**config.mk**
```make
export PLATFORM = sky130hd
export DESIGN_NAME = ad_sample_capture
export DESIGN_NICKNAME = d
export VERILOG_FILES = /design/src/rtl/ad_sample_capture.sv
export SDC_FILE = /design/constraint.sdc
export NUM_CORES = 1
export LEC_CHECK = 0
export CAP_MARGIN = 20
export CORE_MARGIN = 10
export CORE_UTILIZATION = 44
export CTS_CLUSTER_SIZE = 12
export DETAILED_ROUTE_END_ITERATION = 6
export PLACE_DENSITY = 0.72
export SLEW_MARGIN = 20
export SYNTH_ARGS = -nofsm -noshare
export SYNTH_HDL_FRONTEND = slang
export SYNTH_SLANG_ARGS = --single-unit
```
**constraint.sdc**
```tcl
create_clock -name clk -period 1.7 [get_ports clk]
set_input_delay 0.17 -clock clk [delete_from_list [all_inputs] [get_ports clk]]
set_output_delay 0.17 -clock clk [all_outputs]
set_load 0.01 [all_outputs]
```
**src/rtl/ad_sample_capture.sv**
```systemverilog
// rtl/ad_sample_capture.sv - parallel-bus ADC conversion sequencer and per-channel sample capture
// One ad_start edge runs CONVST, BUSY handshake and a CS/RD burst over NCH channels.
module ad_sample_capture #(
  parameter int NCH     = 8,
  parameter int DW      = 16,
  parameter int CONV_W  = 4,
  parameter int RD_W    = 3,
  parameter int BUSY_TO = 1023
) (
  input  logic          clk,
  input  logic          rst,
  input  logic          ad_en,
  input  logic          ad_start,
  input  logic          ad_busy,
  input  logic [DW-1:0] ad_db,
  output logic          ad_convst,
  output logic          ad_cs_n,
  output logic          ad_rd_n,
  output logic [DW-1:0] smp_data,
  output logic [2:0]    smp_ch,
  output logic          smp_valid,
  output logic          frame_done,
  output logic          err_timeout,
  output logic          err_overrun
);

  localparam int CMAX0 = (CONV_W > RD_W) ? CONV_W : RD_W;
  localparam int CMAX  = (BUSY_TO > CMAX0) ? BUSY_TO : CMAX0;
  localparam int CW    = $clog2(CMAX + 1);

  localparam logic [CW-1:0] CONV_LAST = CW'(CONV_W - 1);
  localparam logic [CW-1:0] RD_LAST   = CW'(RD_W - 1);
  // Leaving at BUSY_TO-1 bounds the dwell in each wait state to BUSY_TO cycles.
  localparam logic [CW-1:0] TO_LAST   = CW'(BUSY_TO - 1);
  localparam logic [2:0]    CH_LAST   = 3'(NCH - 1);

  typedef enum logic [2:0] {
    S_IDLE, S_CONV, S_WBH, S_WBL, S_RDL, S_RDH, S_DONE
  } state_t;

  state_t        state, state_nx;
  logic [CW-1:0] cnt;
  logic [2:0]    ch;
  logic          busy_m, busy_s;
  logic          start_d;
  logic          start_re;
  logic          capture;

  assign start_re = ad_start & ~start_d;
  assign capture  = (state == S_RDL) && (cnt == RD_LAST) && ad_en;

  always_ff @(posedge clk) begin
    if (rst) state <= S_IDLE;
    else     state <= state_nx;
  end

  always_comb begin
    state_nx = state;
    if (!ad_en) begin
      state_nx = S_IDLE;
    end else begin
      case (state)
        S_IDLE: if (start_re) state_nx = S_CONV;
        S_CONV: if (cnt == CONV_LAST) state_nx = S_WBH;
        S_WBH: begin
          if (busy_s)                state_nx = S_WBL;
          else if (cnt == TO_LAST)   state_nx = S_IDLE;
        end
        S_WBL: begin
          if (!busy_s)               state_nx = S_RDL;
          else if (cnt == TO_LAST)   state_nx = S_IDLE;
        end
        S_RDL: if (cnt == RD_LAST) state_nx = (ch == CH_LAST) ? S_DONE : S_RDH;
        S_RDH: if (cnt == RD_LAST) state_nx = S_RDL;
        S_DONE: state_nx = S_IDLE;
        default: state_nx = S_IDLE;
      endcase
    end
  end

  always_comb begin
    ad_convst = 1'b1;
    ad_cs_n   = 1'b1;
    ad_rd_n   = 1'b1;
    case (state)
      S_CONV: ad_convst = 1'b0;
      S_RDL: begin
        ad_cs_n = 1'b0;
        ad_rd_n = 1'b0;
      end
      S_RDH: ad_cs_n = 1'b0;
      default: ;
    endcase
  end

  always_ff @(posedge clk) begin
    if (rst) begin
      cnt         <= '0;
      ch          <= '0;
      busy_m      <= 1'b0;
      busy_s      <= 1'b0;
      start_d     <= 1'b0;
      smp_data    <= '0;
      smp_ch      <= '0;
      smp_valid   <= 1'b0;
      frame_done  <= 1'b0;
      err_timeout <= 1'b0;
      err_overrun <= 1'b0;
    end else begin
      busy_m  <= ad_busy;
      busy_s  <= busy_m;
      start_d <= ad_start;
      // One shared counter: it restarts on every state entry.
      if (state_nx != state || state_nx == S_IDLE) cnt <= '0;
      else                                         cnt <= cnt + 1'b1;

      if (state == S_WBL && state_nx == S_RDL)      ch <= '0;
      else if (state == S_RDH && state_nx == S_RDL) ch <= ch + 3'd1;

      smp_valid   <= 1'b0;
      frame_done  <= 1'b0;
      err_timeout <= ad_en && (state == S_WBH || state == S_WBL) && (state_nx == S_IDLE);
      err_overrun <= start_re && (state != S_IDLE);
      if (capture) begin
        smp_data   <= ad_db;
        smp_ch     <= ch;
        smp_valid  <= 1'b1;
        frame_done <= (ch == CH_LAST);
      end
    end
  end

endmodule
```
==> impl_results.html <==
<table>
<tr><th>Metric</th><th>Value</th></tr>
<tr><th colspan="2">Outcome</th></tr>
<tr><td>Run status</td><td>complete, but fails checks</td></tr>
<tr><td>Failing checks</td><td>negative setup slack</td></tr>
<tr><th colspan="2">STA</th></tr>
<tr><td>Hold Worst Slack</td><td>421.1 ps</td></tr>
<tr><td>Fin. max-slew vios</td><td>0</td></tr>
<tr><td>Final worst-path cycle share</td><td>1.067</td></tr>
<tr><td>Layout Skew</td><td>10.35 ps</td></tr>
<tr><td>Highest attainable clock frequency</td><td>551.2 MHz</td></tr>
<tr><td>Setup ws final</td><td>-114.3 ps</td></tr>
<tr><td>Max-Slew Margin vs Limit</td><td>0.7717</td></tr>
<tr><td>Setup violations, final</td><td>28</td></tr>
<tr><td>Number of hold violations in the final report</td><td>0</td></tr>
<tr><td>Post-layout minimum cycle time</td><td>1814 ps</td></tr>
<tr><td>RSZ-0062 raised after global routing</td><td>true</td></tr>
<tr><td>Slew at the pin closest to its max-slew limit</td><td>340.0 ps</td></tr>
<tr><th colspan="2">Global routing</th></tr>
<tr><td>Global-route congestion overflow total</td><td>0</td></tr>
<tr><td>All-layer global routing usage</td><td>0.1351</td></tr>
<tr><td>Via count of the first global-routing pass</td><td>1759</td></tr>
<tr><td>Initial antenna violation count</td><td>0</td></tr>
<tr><td>First-pass GRT wire length</td><td>8411 µm</td></tr>
<tr><td>Pin count of the biggest net entering global routing</td><td>29</td></tr>
<tr><th colspan="2">Route</th></tr>
<tr><td>Avg WL per Cell</td><td>16.80 µm</td></tr>
<tr><td>DR iter-0 viols</td><td>88</td></tr>
<tr><td>Number of routed nets with antenna violations</td><td>0</td></tr>
<tr><td>Final Routed Wirelength</td><td>5828 µm</td></tr>
<tr><td>Detailed Routing Iterations Pass 1</td><td>4</td></tr>
<tr><td>DRC violation count after routing</td><td>0</td></tr>
<tr><td>Via density</td><td>5.280</td></tr>
<tr><td>Overall via count from detail_route</td><td>1832</td></tr>
<tr><th colspan="2">Synthesis</th></tr>
<tr><td>Synthesized Nets</td><td>230</td></tr>
<tr><td>Post-synth EDFFs</td><td>0</td></tr>
<tr><td>Cell taking the most area after synthesis</td><td>sky130_fd_sc_hd__dfxtp_1</td></tr>
<tr><td>Largest family of logic cells by synthesized area</td><td>simple AND/OR/NAND/NOR gates</td></tr>
<tr><td>Simple-gate portion of the synthesized area</td><td>0.3028</td></tr>
<tr><td>Number of library cell types mapped by synthesis</td><td>47</td></tr>
<tr><td>Area fraction of the dominant cell type after synthesis</td><td>0.4240</td></tr>
<tr><td>Compound-gate portion of the synthesized area</td><td>0.05868</td></tr>
<tr><td>Cells after synthesis</td><td>205</td></tr>
<tr><td>Number of synthesized register bits</td><td>42</td></tr>
<tr><td>Synth top area cells</td><td>sky130_fd_sc_hd__dfxtp_1 (42%), sky130_fd_sc_hd__mux2i_1 (11%), sky130_fd_sc_hd__nor2_1 (4.9%), sky130_fd_sc_hd__nor4_4 (3.2%), sky130_fd_sc_hd__nor3_1 (3.0%)</td></tr>
<tr><td>Post-synthesis mux area share</td><td>0.1060</td></tr>
<tr><td>Synth Cell Area</td><td>1983 µm²</td></tr>
<tr><td>Share of async-settable or async-resettable flops after synthesis</td><td>0</td></tr>
<tr><td>Warnings, synthesis</td><td>0</td></tr>
<tr><td>Seq/Total Area, Yosys</td><td>0.4240</td></tr>
<tr><td>Xor/xnor share of the synthesized area</td><td>0.03975</td></tr>
<tr><td>Average cell area after synthesis</td><td>9.674 µm²</td></tr>
<tr><td>Most instantiated library cell after synthesis</td><td>sky130_fd_sc_hd__dfxtp_1</td></tr>
<tr><td>Adder and majority gate portion of the synthesized area</td><td>0.02524</td></tr>
<tr><td>Most used standard cells in the synthesized netlist</td><td>sky130_fd_sc_hd__dfxtp_1 (42), sky130_fd_sc_hd__nor2_1 (26), sky130_fd_sc_hd__mux2i_1 (21), sky130_fd_sc_hd__nand2_1 (14), sky130_fd_sc_hd__nor3_1 (12)</td></tr>
<tr><td>Leading register cell type out of synthesis</td><td>sky130_fd_sc_hd__dfxtp_1</td></tr>
<tr><th colspan="2">Clocking</th></tr>
<tr><td>Clock insertion delay at the later pin of the skew report</td><td>300 ps</td></tr>
<tr><td>CTS H-tree depth</td><td>2</td></tr>
<tr><td>Maximum buffer depth of the clock tree</td><td>2</td></tr>
<tr><td>Clk sink count</td><td>42</td></tr>
<tr><td>CTS Buf Count</td><td>5</td></tr>
<tr><td>Clock-pin transition on the worst setup and hold timing paths</td><td>80 ps</td></tr>
<tr><td>Root buffer selected by CTS</td><td>sky130_fd_sc_hd__clkbuf_8</td></tr>
<tr><td>Clock tree from TritonCTS</td><td>built</td></tr>
<tr><th colspan="2">Power</th></tr>
<tr><td>Flop pwr share</td><td>0.497</td></tr>
<tr><td>Maximum ir drop on the vdd rail</td><td>0.5234 mV</td></tr>
<tr><td>Switching component of the power</td><td>457.9 µW</td></tr>
<tr><td>Switching share of total power</td><td>0.2291</td></tr>
<tr><td>Leak</td><td>1.358 nW</td></tr>
<tr><td>Final total power</td><td>1.999 mW</td></tr>
<tr><td>Comb pwr share</td><td>0.097</td></tr>
<tr><td>Clock power frac</td><td>0.406</td></tr>
<tr><td>Power density over the cells</td><td>635.0 nW/µm²</td></tr>
<tr><td>Cell internal pwr</td><td>1.541 mW</td></tr>
<tr><th colspan="2">Worst setup path</th></tr>
<tr><td>Cell family contributing the most delay on the critical path</td><td>simple AND/OR/NAND/NOR gates</td></tr>
<tr><td>CP endpoint kind</td><td>flop</td></tr>
<tr><td>Crit path launch type</td><td>flop</td></tr>
<tr><td>Data required time of the critical path</td><td>1910 ps</td></tr>
<tr><td>Bufs and invs on worst path</td><td>1</td></tr>
<tr><td>Critical Path Source</td><td>ch[0]$_SDFFE_PP0P_</td></tr>
<tr><td>Highest-delay cell along the critical path</td><td>sky130_fd_sc_hd__dfxtp_2</td></tr>
<tr><td>Path type of the worst setup path</td><td>flop to flop</td></tr>
<tr><td>Critical R2R Launch</td><td>ch[0]$_SDFFE_PP0P_</td></tr>
<tr><td>Worst Path Max Fanout</td><td>7</td></tr>
<tr><td>CP dominant cell by count</td><td>sky130_fd_sc_hd__ha_4</td></tr>
<tr><td>Crit path DAT</td><td>2030 ps</td></tr>
<tr><td>Longest individual stage delay on the worst path</td><td>350 ps</td></tr>
<tr><td>Cells along the critical path</td><td>ha_4 &gt; ha_4 &gt; nor4bb_4 &gt; nand4_1 &gt; nand3_2 &gt; nor2_2 &gt; buf_4 &gt; nor4b_2</td></tr>
<tr><th colspan="2">Cells and area</th></tr>
<tr><td>Area of all placed cells without fillers</td><td>3148 µm²</td></tr>
<tr><td>Ratio of cells with drive above 1 in the final layout</td><td>0.3220</td></tr>
<tr><td>Area growth syn-to-layout</td><td>58.74%</td></tr>
<tr><td>Fin nets</td><td>319</td></tr>
<tr><td>Number of diodes added for antenna fixing</td><td>0</td></tr>
<tr><td>Total of fill cells in the finished design</td><td>306</td></tr>
<tr><th colspan="2">Worst hold path</th></tr>
<tr><td>Hold Path Origin</td><td>ad_busy</td></tr>
<tr><td>Worst Hold Class</td><td>input port to flop</td></tr>
<tr><th colspan="2">Place</th></tr>
<tr><td>HPWL reported at the end of detailed placement</td><td>3680 µm</td></tr>
<tr><td>Placed instance area</td><td>2744 µm²</td></tr>
<tr><td>Placement Setup Slack</td><td>-243.8 ps</td></tr>
<tr><td>Count of input and output buffers</td><td>46</td></tr>
<tr><td>Routability congestion estimate</td><td>0.8510</td></tr>
<tr><th colspan="2">Die</th></tr>
<tr><td>Placeable core area</td><td>4354 µm²</td></tr>
<tr><td>Die outline width</td><td>87.14 µm</td></tr>
<tr><td>Starting density of the core</td><td>0.4555</td></tr>
<tr><td>DIE AREA</td><td>7593 µm²</td></tr>
<tr><td>Std cell rows</td><td>24</td></tr>
<tr><td>Io pins</td><td>47</td></tr>
<tr><td>Vertical extent of the die</td><td>87.14 µm</td></tr>
<tr><th colspan="2">Flow run</th></tr>
<tr><td>Max-capacitance violation count</td><td>0</td></tr>
</table>
[layer usage]
metal / up-vias / wire length [µm] / share of wire / global-route usage
met2: 51 / 3065 / 0.53 / 0.2305
met4: 0 / 104 / 0.018 / 0.04348
met5: - / 0 / 0 / 0
li1: 891 / - / - / -
met1: 877 / 2367 / 0.41 / 0.1590
met3: 13 / 290 / 0.050 / 0.03745
[placed cells by master, fill, tap and decap left out, types with 2 or more instances in the layout]
| cell type | n |
|---|---|
| sky130_fd_sc_hd__inv_1 | 3 |
| sky130_fd_sc_hd__and3_1 | 3 |
| sky130_fd_sc_hd__clkdlybuf4s50_1 | 43 |
| sky130_fd_sc_hd__buf_6 | 3 |
| sky130_fd_sc_hd__nor4b_2 | 3 |
| sky130_fd_sc_hd__dfxtp_4 | 2 |
| sky130_fd_sc_hd__nand2_1 | 14 |
| sky130_fd_sc_hd__nor2_1 | 25 |
| sky130_fd_sc_hd__inv_2 | 2 |
| sky130_fd_sc_hd__nand4_1 | 2 |
| sky130_fd_sc_hd__nor4_4 | 3 |
| sky130_fd_sc_hd__dfxtp_2 | 6 |
| sky130_fd_sc_hd__nor2b_1 | 6 |
| sky130_fd_sc_hd__xnor2_1 | 4 |
| sky130_fd_sc_hd__clkbuf_8 | 5 |
| sky130_fd_sc_hd__dfxtp_1 | 34 |
| sky130_fd_sc_hd__nor2_2 | 2 |
| sky130_fd_sc_hd__xor2_1 | 5 |
| sky130_fd_sc_hd__buf_4 | 40 |
| sky130_fd_sc_hd__nand3_1 | 10 |
| sky130_fd_sc_hd__ha_4 | 3 |
| sky130_fd_sc_hd__nand3b_1 | 2 |
| sky130_fd_sc_hd__o31ai_4 | 2 |
| sky130_fd_sc_hd__dlygate4sd2_1 | 2 |
| sky130_fd_sc_hd__mux2i_1 | 20 |
| sky130_fd_sc_hd__nor3_1 | 10 |
| sky130_fd_sc_hd__buf_12 | 2 |
| sky130_fd_sc_hd__clkbuf_16 | 2 |
| sky130_fd_sc_hd__nand3_2 | 2 |
[what timing repair did]
item / in CTS / in global routing
hold buffers: 0 / 0
setup buffers: 2 / 4
gates resized for setup: 18 / 27
pin swaps: 10 / 13
setup endpoints to repair: 38 / 37
gates cloned: 0 / 4
[cell families after synthesis]
kind of cell,count (synthesis)
simple gates,99
flops,42
mux,21
buf+inv,16
compound gates,14
xor+xnor,9
fa+ha+maj,4
[sequential cells by signal, indices dropped and copies added (netlist names), 3 cells and up]
register,count
ch,3
cnt,10
smp_ch,3
smp_data,16
state,3
[power by group through the flow]
stage	registers (mW)	clock network [mW]	logic, mW
after floorplan	1.02	0	0.0665
final	0.993	0.812	0.194
after global routing	0.994	0.869	0.207
after CTS	0.994	0.820	0.165
after detailed placement	1.02	0	0.160
after global placement	1.02	0	0.158
[worst register-to-register path, stage by stage, from the launching register on]
cell	delay, ps
sky130_fd_sc_hd__dfxtp_2	350
sky130_fd_sc_hd__ha_4	160
sky130_fd_sc_hd__ha_4	170
sky130_fd_sc_hd__nor4bb_4	280
sky130_fd_sc_hd__nand4_1	150
sky130_fd_sc_hd__nand3_2	150
sky130_fd_sc_hd__nor2_2	70
sky130_fd_sc_hd__buf_4	170
sky130_fd_sc_hd__nor4b_2	230
[cell type report]
type                            instances  area, µm²  share of cell area
Sequential cell                        42      855.8              0.2719
Multi-Input combinational cell        147       1211              0.3847
Timing Repair Buffer                   93      884.6              0.2810
Clock inverter                          3      43.79             0.01391
Inverter                                5      18.77            0.005962
Tap cell                               52      65.06             0.02067
Clock buffer                            5      68.82             0.02186
[final timing paths]
check                                          to  slack [ps]  cells after the start
worst max-delay path            cnt[6]$_SDFF_PP0_        -110                      8
worst min-delay path            busy_m$_SDFF_PP0_         420                      2
worst max register to register  cnt[6]$_SDFF_PP0_        -110                      8
worst min register to register  busy_s$_SDFF_PP0_         450                      1
[through the flow]
| stage | util | std cells | TNS (ps) |
|---|---|---|---|
| after CTS | 0.6701 | 339 | -1623 |
| final | 0.7230 | 347 | -917.8 |
| after global routing | 0.7230 | 347 | -3487 |
| after global placement | 0.6302 | 329 | -3326 |
| after detailed placement | 0.6302 | 329 | -3797 |
| after floorplan | - | 205 | 0 |
No activity file was read; power rests on OpenSTA's default activity.
